--- src/rtl/ahb_pkg.sv ---
// Shared definitions for the 2-master / 4-slave AHB fabric: transfer encodings,
// master index type and the arbiter grant encoding.
package ahb_pkg;

    localparam logic [1:0] HTRANS_IDLE   = 2'b00;
    localparam logic [1:0] HTRANS_BUSY   = 2'b01;
    localparam logic [1:0] HTRANS_NONSEQ = 2'b10;
    localparam logic [1:0] HTRANS_SEQ    = 2'b11;

    localparam int unsigned AHB_NUM_MASTERS = 2;

    typedef logic ahb_mst_t;

    // The state encoding is the one-hot grant vector itself: bit 0 = master 1.
    typedef enum logic [1:0] {
        OWN_M1 = 2'b01,
        OWN_M2 = 2'b10
    } arb_state_t;

    function automatic logic isArbPoint(input logic [1:0] trans, input logic ready);
        return ready && (trans == HTRANS_IDLE || trans == HTRANS_NONSEQ);
    endfunction

endpackage

--- src/rtl/ahb_arb_tenure_cnt.sv ---
// Saturating, clearable count of completed transfers held by the current owner;
// limit_hit_o tells the arbiter the owner has used up its tenure.
module ahb_arb_tenure_cnt
    import ahb_pkg::*;
#(
    parameter int unsigned LIMIT = 8
) (
    input  logic       clk_i,
    input  logic       rst_i,
    input  logic       inc_i,
    input  logic       clr_i,
    output logic [7:0] count_o,
    output logic       limit_hit_o
);

    localparam logic [7:0] LIMIT_C = 8'(LIMIT);

    logic [7:0] count_q;

    // A clear on an ownership change wins over a transfer completing on the same edge.
    always_ff @(posedge clk_i or posedge rst_i) begin
        if (rst_i) begin
            count_q <= '0;
        end else if (clr_i) begin
            count_q <= '0;
        end else if (inc_i && (count_q < LIMIT_C)) begin
            count_q <= count_q + 8'd1;
        end
    end

    assign count_o     = count_q;
    assign limit_hit_o = (count_q >= LIMIT_C);

endmodule

--- src/rtl/ahb_arbiter_2m.sv ---
// Two-master AHB arbiter: round-robin with bounded tenure and default-master parking.
// Locked transfers (hlock_1/hlock_2, hmastlock) are built only with AHB_ARB_LOCK_EN.
module ahb_arbiter_2m
    import ahb_pkg::*;
#(
    parameter int unsigned MAX_TENURE     = 8,
    parameter int unsigned DEFAULT_MASTER = 1
) (
    input  logic       hclk,
    input  logic       hreset,
    input  logic       hbusreq_1,
    input  logic       hbusreq_2,
`ifdef AHB_ARB_LOCK_EN
    input  logic       hlock_1,
    input  logic       hlock_2,
`endif
    input  logic [1:0] htrans,
    input  logic       hready,
    output logic       hgrant_1,
    output logic       hgrant_2,
    output logic       hmaster,
    output logic       hmaster_data,
    output logic       hmastlock
);

    localparam arb_state_t PARK_STATE = (DEFAULT_MASTER == 2) ? OWN_M2 : OWN_M1;
    localparam ahb_mst_t   PARK_IDX   = (DEFAULT_MASTER == 2) ? 1'b1 : 1'b0;

    arb_state_t grant_q, grant_d;
    ahb_mst_t   last_q, last_d;
    logic       parked_q, parked_d;
    ahb_mst_t   hmaster_q, hmasterData_q;

    logic       arbPoint;
    logic       ownerIsM2;
    ahb_mst_t   ownerIdx;
    logic       ownerReq;
    logic       ownerLocked;
    logic       ownerLockReq;
    logic       limitHit;
    logic       ownerChange;
    logic [7:0] tenureCount;

    assign arbPoint  = isArbPoint(htrans, hready);
    assign ownerIsM2 = (grant_q == OWN_M2);
    assign ownerIdx  = ownerIsM2;
    assign ownerReq  = ownerIsM2 ? hbusreq_2 : hbusreq_1;

`ifdef AHB_ARB_LOCK_EN
    assign ownerLockReq = ownerIsM2 ? hlock_2 : hlock_1;
    assign ownerLocked  = ownerReq && ownerLockReq;
`else
    assign ownerLockReq = 1'b0;
    assign ownerLocked  = 1'b0;
`endif

    // A parked owner has no tenure to defend, so a fresh request pair from
    // parking is settled purely by the round-robin pointer.
    always_comb begin
        grant_d  = grant_q;
        last_d   = last_q;
        parked_d = parked_q;
        if (arbPoint) begin
            if (ownerLocked || (ownerReq && !parked_q && !limitHit)) begin
                parked_d = 1'b0;
                last_d   = ownerIdx;
            end else if (hbusreq_1 && hbusreq_2) begin
                grant_d  = last_q ? OWN_M1 : OWN_M2;
                last_d   = ~last_q;
                parked_d = 1'b0;
            end else if (hbusreq_1) begin
                grant_d  = OWN_M1;
                last_d   = 1'b0;
                parked_d = 1'b0;
            end else if (hbusreq_2) begin
                grant_d  = OWN_M2;
                last_d   = 1'b1;
                parked_d = 1'b0;
            end else begin
                grant_d  = PARK_STATE;
                parked_d = 1'b1;
            end
        end
    end

    assign ownerChange = (grant_d != grant_q);

    ahb_arb_tenure_cnt #(
        .LIMIT(MAX_TENURE)
    ) u_tenure (
        .clk_i      (hclk),
        .rst_i      (hreset),
        .inc_i      (hready && htrans[1]),
        .clr_i      (ownerChange),
        .count_o    (tenureCount),
        .limit_hit_o(limitHit)
    );

    always_ff @(posedge hclk or posedge hreset) begin
        if (hreset) begin
            grant_q       <= PARK_STATE;
            last_q        <= 1'b1;
            parked_q      <= 1'b1;
            hmaster_q     <= PARK_IDX;
            hmasterData_q <= PARK_IDX;
        end else begin
            grant_q  <= grant_d;
            last_q   <= last_d;
            parked_q <= parked_d;
            if (hready) begin
                hmaster_q     <= ownerIdx;
                hmasterData_q <= hmaster_q;
            end
        end
    end

`ifdef AHB_ARB_LOCK_EN
    logic hmastlock_q;

    always_ff @(posedge hclk or posedge hreset) begin
        if (hreset) begin
            hmastlock_q <= 1'b0;
        end else if (hready) begin
            hmastlock_q <= ownerLockReq;
        end
    end

    assign hmastlock = hmastlock_q;
`else
    assign hmastlock = ownerLockReq;
`endif

    assign hgrant_1     = grant_q[0];
    assign hgrant_2     = grant_q[1];
    assign hmaster      = hmaster_q;
    assign hmaster_data = hmasterData_q;

endmodule

--- config.mk ---
export PLATFORM = sky130hd
export DESIGN_NAME = ahb_arbiter_2m
export DESIGN_NICKNAME = d
export VERILOG_FILES = /design/src/rtl/ahb_pkg.sv /design/src/rtl/ahb_arb_tenure_cnt.sv /design/src/rtl/ahb_arbiter_2m.sv
export SDC_FILE = /design/constraint.sdc
export NUM_CORES = 1
export LEC_CHECK = 0
export CAP_MARGIN = 20
export CORE_MARGIN = 2
export CORE_UTILIZATION = 35
export DETAILED_ROUTE_END_ITERATION = 8
export PLACE_DENSITY = 0.66
export RECOVER_POWER = 100
export SYNTH_ARGS = -nofsm -noshare
export SYNTH_HDL_FRONTEND = slang
export SYNTH_SLANG_ARGS = --single-unit
--- constraint.sdc ---
create_clock -name hclk -period 2.1 [get_ports hclk]
set_clock_uncertainty 0.15 [all_clocks]
set_input_delay 0.315 -clock hclk [delete_from_list [all_inputs] [get_ports hclk]]
set_output_delay 0.315 -clock hclk [all_outputs]
set_load 0.01 [all_outputs]
======== Word level (Yosys, flattened, before mapping) ========
Index checks and enable logic that the tools add are counted.
storage, ports and cells
  bits in latches ......................... 0
  input bits .............................. 7
  ROM bits ................................ 0
  bits in registers ....................... 14
  bits in writable memories ............... 0
  output and inout port bits .............. 5
  word-level logic and storage cells ...... 43
  memories ................................ 0
cells by class
  div/mod/pow operators ................... 0
  order comparisons ....................... 2
  add/sub/neg operators ................... 1
  shift-type cells ........................ 0
  bitwise gates (word level) .............. 1
  multiply operators ...................... 0
  reductions and logical operators ........ 13
  equal/unequal tests ..................... 3
  muxes and demuxes ....................... 17
operator list
  operator                                                           count
  2-to-1 mux 8 bit                                                   2
  2-to-1 mux 2 bit                                                   6
  2-to-1 mux 1 bit                                                   9
  adder 8 x 1 -> 8 bit, second input constant                        1
  greater-or-equal comparator 8 x 4 -> 1 bit, second input constant  1
  less-than comparator 8 x 4 -> 1 bit, second input constant         1
  logical AND 1 bit                                                  6
  == test 2 bit, second input constant                               2
  nonzero test 4 bit                                                 1
  logical NOT 1 bit                                                  2
  logical NOT 2 bit                                                  1
  != test 2 bit                                                      1
  AND reduction 2 bit                                                1
  nonzero test 2 bit                                                 1
  logical OR 1 bit                                                   1
  inverter 1 bit                                                     1

======== Logic depth before layout (Yosys ltp) ========
  word-level depth ........................ 8
  depth in mapped cells ................... 4
  mapped depth without buffers ............ 4

======== Modules after synthesis ========
Synthesis repeated with hierarchy kept, for this count alone.
unflattened totals
  cell total of the unflattened synthesis .. 72
  area, all modules ....................... 729.4 um^2
modules (own cells, without submodules)
  module              area an instance (um^2)  times used  cells each  sequential area each (um^2)
  ahb_arb_tenure_cnt  372.9                    1           34          200.2
  ahb_arbiter_2m      356.6                    1           38          153.9

======== Worst setup path after synthesis ========
No wires, ideal clock.
  kind .................................... reg2reg
  start point ............................. reg u_tenure.count_q[7], in the netlist u_tenure.count_o[7]
  end point ............................... reg grant_q[1]
  arrival ................................. 1.778 ns
  cell stages (with the launch flop) ...... 5
  path slack .............................. 0.047 ns
  path buffers ............................ 0
  data required time ...................... 1.825 ns
  setup time .............................. 0.125 ns
  clock period less this slack ............ 2.053 ns
  cell sequence ........................... dfrtp_1 > or4_4 > or3_4 > o21ai_1 > mux2_2
between the ends
  cells in the longest elaborated chain, start to end .. 5
ends and longest elaborated chain
  what                                        RTL line                  RTL
  start: declaration                          ahb_arb_tenure_cnt.sv:18  logic [7:0] count_q;
  start signal: assignment                    ahb_arb_tenure_cnt.sv:27  count_q <= count_q + 8'd1;
  greater-or-equal comparator 8 x 4 -> 1 bit  ahb_arb_tenure_cnt.sv:32  assign limit_hit_o = (count_q >= LIMIT_C);
  logical NOT 1 bit                           ahb_arbiter_2m.sv:64      if (ownerLocked || (ownerReq && !parked_q && !limitHit)) begin
  logical AND 1 bit                           ahb_arbiter_2m.sv:64
  2-to-1 mux 2 bit                            ahb_arbiter_2m.sv:64
  2-to-1 mux 2 bit                            ahb_arbiter_2m.sv:63      if (arbPoint) begin
  via grant_d[1]                              ahb_arbiter_2m.sv:29      arb_state_t grant_q, grant_d;
  end signal: assignment                      ahb_arbiter_2m.sv:107     grant_q <= grant_d;
  end: declaration                            ahb_arbiter_2m.sv:29
The timed path passes the listed nets, and every way through them passes these cells.
A chain may end at the register's enable or synchronous reset.

======== Worst setup path after layout ========
  start point ............................. reg u_tenure.count_q[7], in the netlist u_tenure.count_o[7]
  end point ............................... reg last_q
between the ends
  cells in the longest elaborated chain, start to end .. 5
  elaborated cells on any way between the ends .. 6
  classes of those cells .................. 1 x order compare; 1 x mux; 4 x reduce/logical
ends and longest elaborated chain
  what                                          RTL line                  RTL
  greater-or-equal comparator 8 x 4 -> 1 bit *  ahb_arb_tenure_cnt.sv:32
  logical NOT 1 bit *                           ahb_arbiter_2m.sv:64
  logical AND 1 bit *                           ahb_arbiter_2m.sv:64
  nonzero test 4 bit (no source line)           -
  AND reduction 2 bit (no source line)          -
  end signal: assignment                        ahb_arbiter_2m.sv:108     last_q <= last_d;
  end: declaration                              ahb_arbiter_2m.sv:30      ahb_mst_t last_q, last_d;
Every way passes the cells marked *; elsewhere a longest branch is shown, timed or not.

==> summary.txt <==
Status
  • Status: complete, no violations

GRT
  • Largest net degree at the start of global routing: 15
  • Initial antenna violation count: 0
  • Grt total ovfl: 0
  • Global-route usage over all layers: 12.83%
  • Vias in the first global route: 534
  • First-pass GRT wire length: 2311 um

Routing
  • Initial drt markers: 6
  • Vias per Instance: 4.566
  • Post-Route WL: 1230 um
  • Post-route DRC: 0
  • Post-DRT Antenna Nets: 0
  • Wirelength per Cell: 11.60 um
  • DR vias: 484
  • Drt first pass iters: 2

Timing
  • Unrepaired setup endpoints after global routing: yes
  • Fin crit share: 98.38%
  • Relative slew margins: 63.74%
  • Setup_tns: 0 ns
  • Hold Vio Cnt, Final: 0
  • Hold_ws: 0.3372 ns
  • # setup viols final: 0
  • Highest clock rate: 0.4841 GHz
  • Worst slew pin tran: 0.5432 ns
  • Final min period: 2.066 ns
  • Slew Viols, Final: 0

Setup path
  • Worst path depth: 4
  • Critical Path Start: u_tenure.count_o[7]
  • Crit. End Element: register
  • CP Class: reg2reg
  • Family with the most delay on the worst path: simple AND/OR/NAND/NOR gates
  • Reg2Reg Capture Point: last_q
  • Worst endpoint required time: 2.15 ns
  • Slowest stage delay, CP: 0.54 ns
  • Reg-to-reg slack, setup: 0.03 ns
  • Bufs and invs on worst path: 0
  • Worst R2R Path Depth: 4
  • Startpoint Class: register
  • Worst Path Max Fanout: 4
  • FF-to-FF Start: u_tenure.count_o[7]
  • Slowest cell on crit path: or4_4
  • CP cell instances: or4_4 > or3_4 > and4b_1 > or3_1
  • Worst path arrival time: 2.11 ns
  • CP endpoint: last_q

Synthesis
  • Register area share after synthesis: 51.55%
  • Post-synthesis net count: 68
  • Dominant cells by area after synthesis: dfrtp_1 40%, dfstp_2 11%, mux2_2 8.2%
  • Synth Instances: 59
  • Mapped cell area: 686.9 um2
  • Post-synth top area share: 40.07%
  • Synth Register Bits: 14
  • Syn_area_per_cell: 11.64 um2
  • Yosys warns: 0
  • Netlist cell types: 26
  • Cell taking the most area after synthesis: dfrtp_1

Floorplan
  • Die area: 0.002333 mm2
  • Die height: 48.30 um
  • Placeable core area: 0.001902 mm2
  • Die Span X: 48.30 um
  • I/O pins: 12
  • Row count: 16
  • Initial core utilization: 36.12%

Clock network
  • Root Driver: clkbuf_4
  • CTS Buffer Depth: 2
  • Cts bufs inserted: 3
  • Clk slew on worst S/H paths: 0.09 ns
  • H-tree depth: 1
  • TritonCTS clock tree: yes
  • CTS sink cnt: 14
  • Clk_lat worst skew: 0.28 ns

Hold path
  • HP Class: reg2reg

Cells and area
  • Area of the multi-input gates: 314.1 um2
  • Fin cells: 106
  • Register area: 354.1 um2
  • Layout cell share with drive strength beyond 1: 25.32%
  • P&R area growth vs syn: 29.51%
  • Ant. Diodes: 0
  • # nets final: 89
  • FILL cells: 178

Pwr
  • Pwr per Cell Area: 933.9 mW/mm2
  • Part of the power in registers: 47.4%
  • Worst vdd ir: 392.9 uV
  • Switching fraction of total power: 30.14%
  • Clock power frac: 19.0%
  • Comb power frac: 33.6%
  • Psw: 250.4 uW
  • Leakage: 0.4338 nW
  • Internal: 580.4 uW

Place
  • IO buf count: 10
  • Dpl hpwl: 924.8 um
  • Routability Congestion: 0.8221
  • Placed cell count: 101

Run
  • Max-Cap Viols: 0
-- cell usage after synthesis --
cell and instances:
dfrtp_1 11, and2_1 8, mux2_2 5, inv_1 4, dfstp_2 3, mux2i_1 3, nor2b_1 3, a21oi_1 2
ha_1 2, nor2_1 2, a21boi_0 1, a41o_1 1, and4b_1 1, buf_4 1, conb_1 1, nand2_1 1
nand3_1 1, nor3_1 1, nor4b_1 1, o211ai_1 1, o21ai_1 1, or3_1 1, or3_4 1, or4_4 1
xnor2_1 1, xor2_1 1
-- sequential cells by signal, indices dropped and copies added, names as in the netlist --
register / count
hmaster_data: 1
u_tenure.count_o: 8
hmaster: 1
grant_q: 2
parked_q: 1
last_q: 1
-- kinds of logic (layout without fill, tap and decap cells) --
family                   count (synthesis)  after routing  synth area share [%]
AO/OA/AOI/OAI                            6              6                 5.829
XOR/XNOR                                 2              2                 2.551
adder cells (fa/ha/maj)                  2              2                 3.642
buffers and inverters                    5             25                 3.278
flip-flops                              14             14                 51.55
multiplexers                             8              8                 12.57
other                                    1              1                0.5459
AND/OR/NAND/NOR                         21             21                 20.04
-- final cells by class --
cell class / count / area share (%)
clock buffer: 4 / 2.954
inverter: 4 / 1.688
multi-input combinational: 40 / 35.30
sequential: 14 / 39.80
tap: 27 / 3.797
timing repair buffer: 17 / 16.46
-- timing repair --
item	CTS	global route
gates resized for setup	0	1
setup buffers	1	0
pin swaps	1	0
endpoints found under the setup margin	8	3
hold buffers	0	0
-- cell usage in the layout (no fill, tap or decap), types with 4 or more instances in the layout --
cell type,count
clkdlybuf4s50_1,4
buf_4,5
dlygate4sd3_1,6
mux2_2,5
and2_1,8
dfrtp_1,11
inv_1,4
-- power by group through the flow --
stage,Sequential [mW],Combinational [mW],Clock [mW]
2_1_floorplan,0.400,0.168,0
3_3_place_gp,0.394,0.283,0
3_5_place_dp,0.401,0.290,0
4_1_cts,0.396,0.294,0.170
5_1_grt,0.403,0.319,0.175
6_report,0.394,0.279,0.158
-- worst min-delay path by stage --
stage / cells after the start / start / end / slack [ns]
2_1_floorplan: 1 / hreset / grant_q[1] / 0.05
3_3_place_gp: 1 / u_tenure.count_o[7] / u_tenure.count_o[7] / 0.32
3_5_place_dp: 1 / u_tenure.count_o[7] / u_tenure.count_o[7] / 0.32
4_1_cts: 2 / hreset / u_tenure.count_o[1] / 0.24
5_1_grt: 1 / u_tenure.count_o[7] / u_tenure.count_o[7] / 0.36
6_report: 2 / grant_q[0] / grant_q[0] / 0.34
-- per-stage QoR --
step	worst slack (ns)	power (mW)	instance area, um2	utilization [%]
floorplan	0.04711	0.5687	686.9	-
global placement	0.01132	0.6772	858.3	45.13
detailed placement	0.01354	0.6905	858.3	45.13
CTS	0.008720	0.8606	892.1	46.91
global route	-0.03049	0.8973	889.6	46.78
finish	0.03410	0.8308	889.6	46.78
-- worst min-delay path, delay by kind of cell, from the launching register on --
kind                   cells  cell delay (ns)
flip-flops                 1             0.39
multiplexers               1             0.06
buffers and inverters      1             0.05
-- routing by layer --
layer  up-vias  share of wire [%]  track usage, %  wire, um
li1        241                  -               -         -
met5         -                  0               0         0
met3         0                2.5           2.160        31
met1       238                 46           15.93       565
met4         0                  0           6.667         0
met2         5                 51           21.53       633
(Power assumes the default switching activity.)
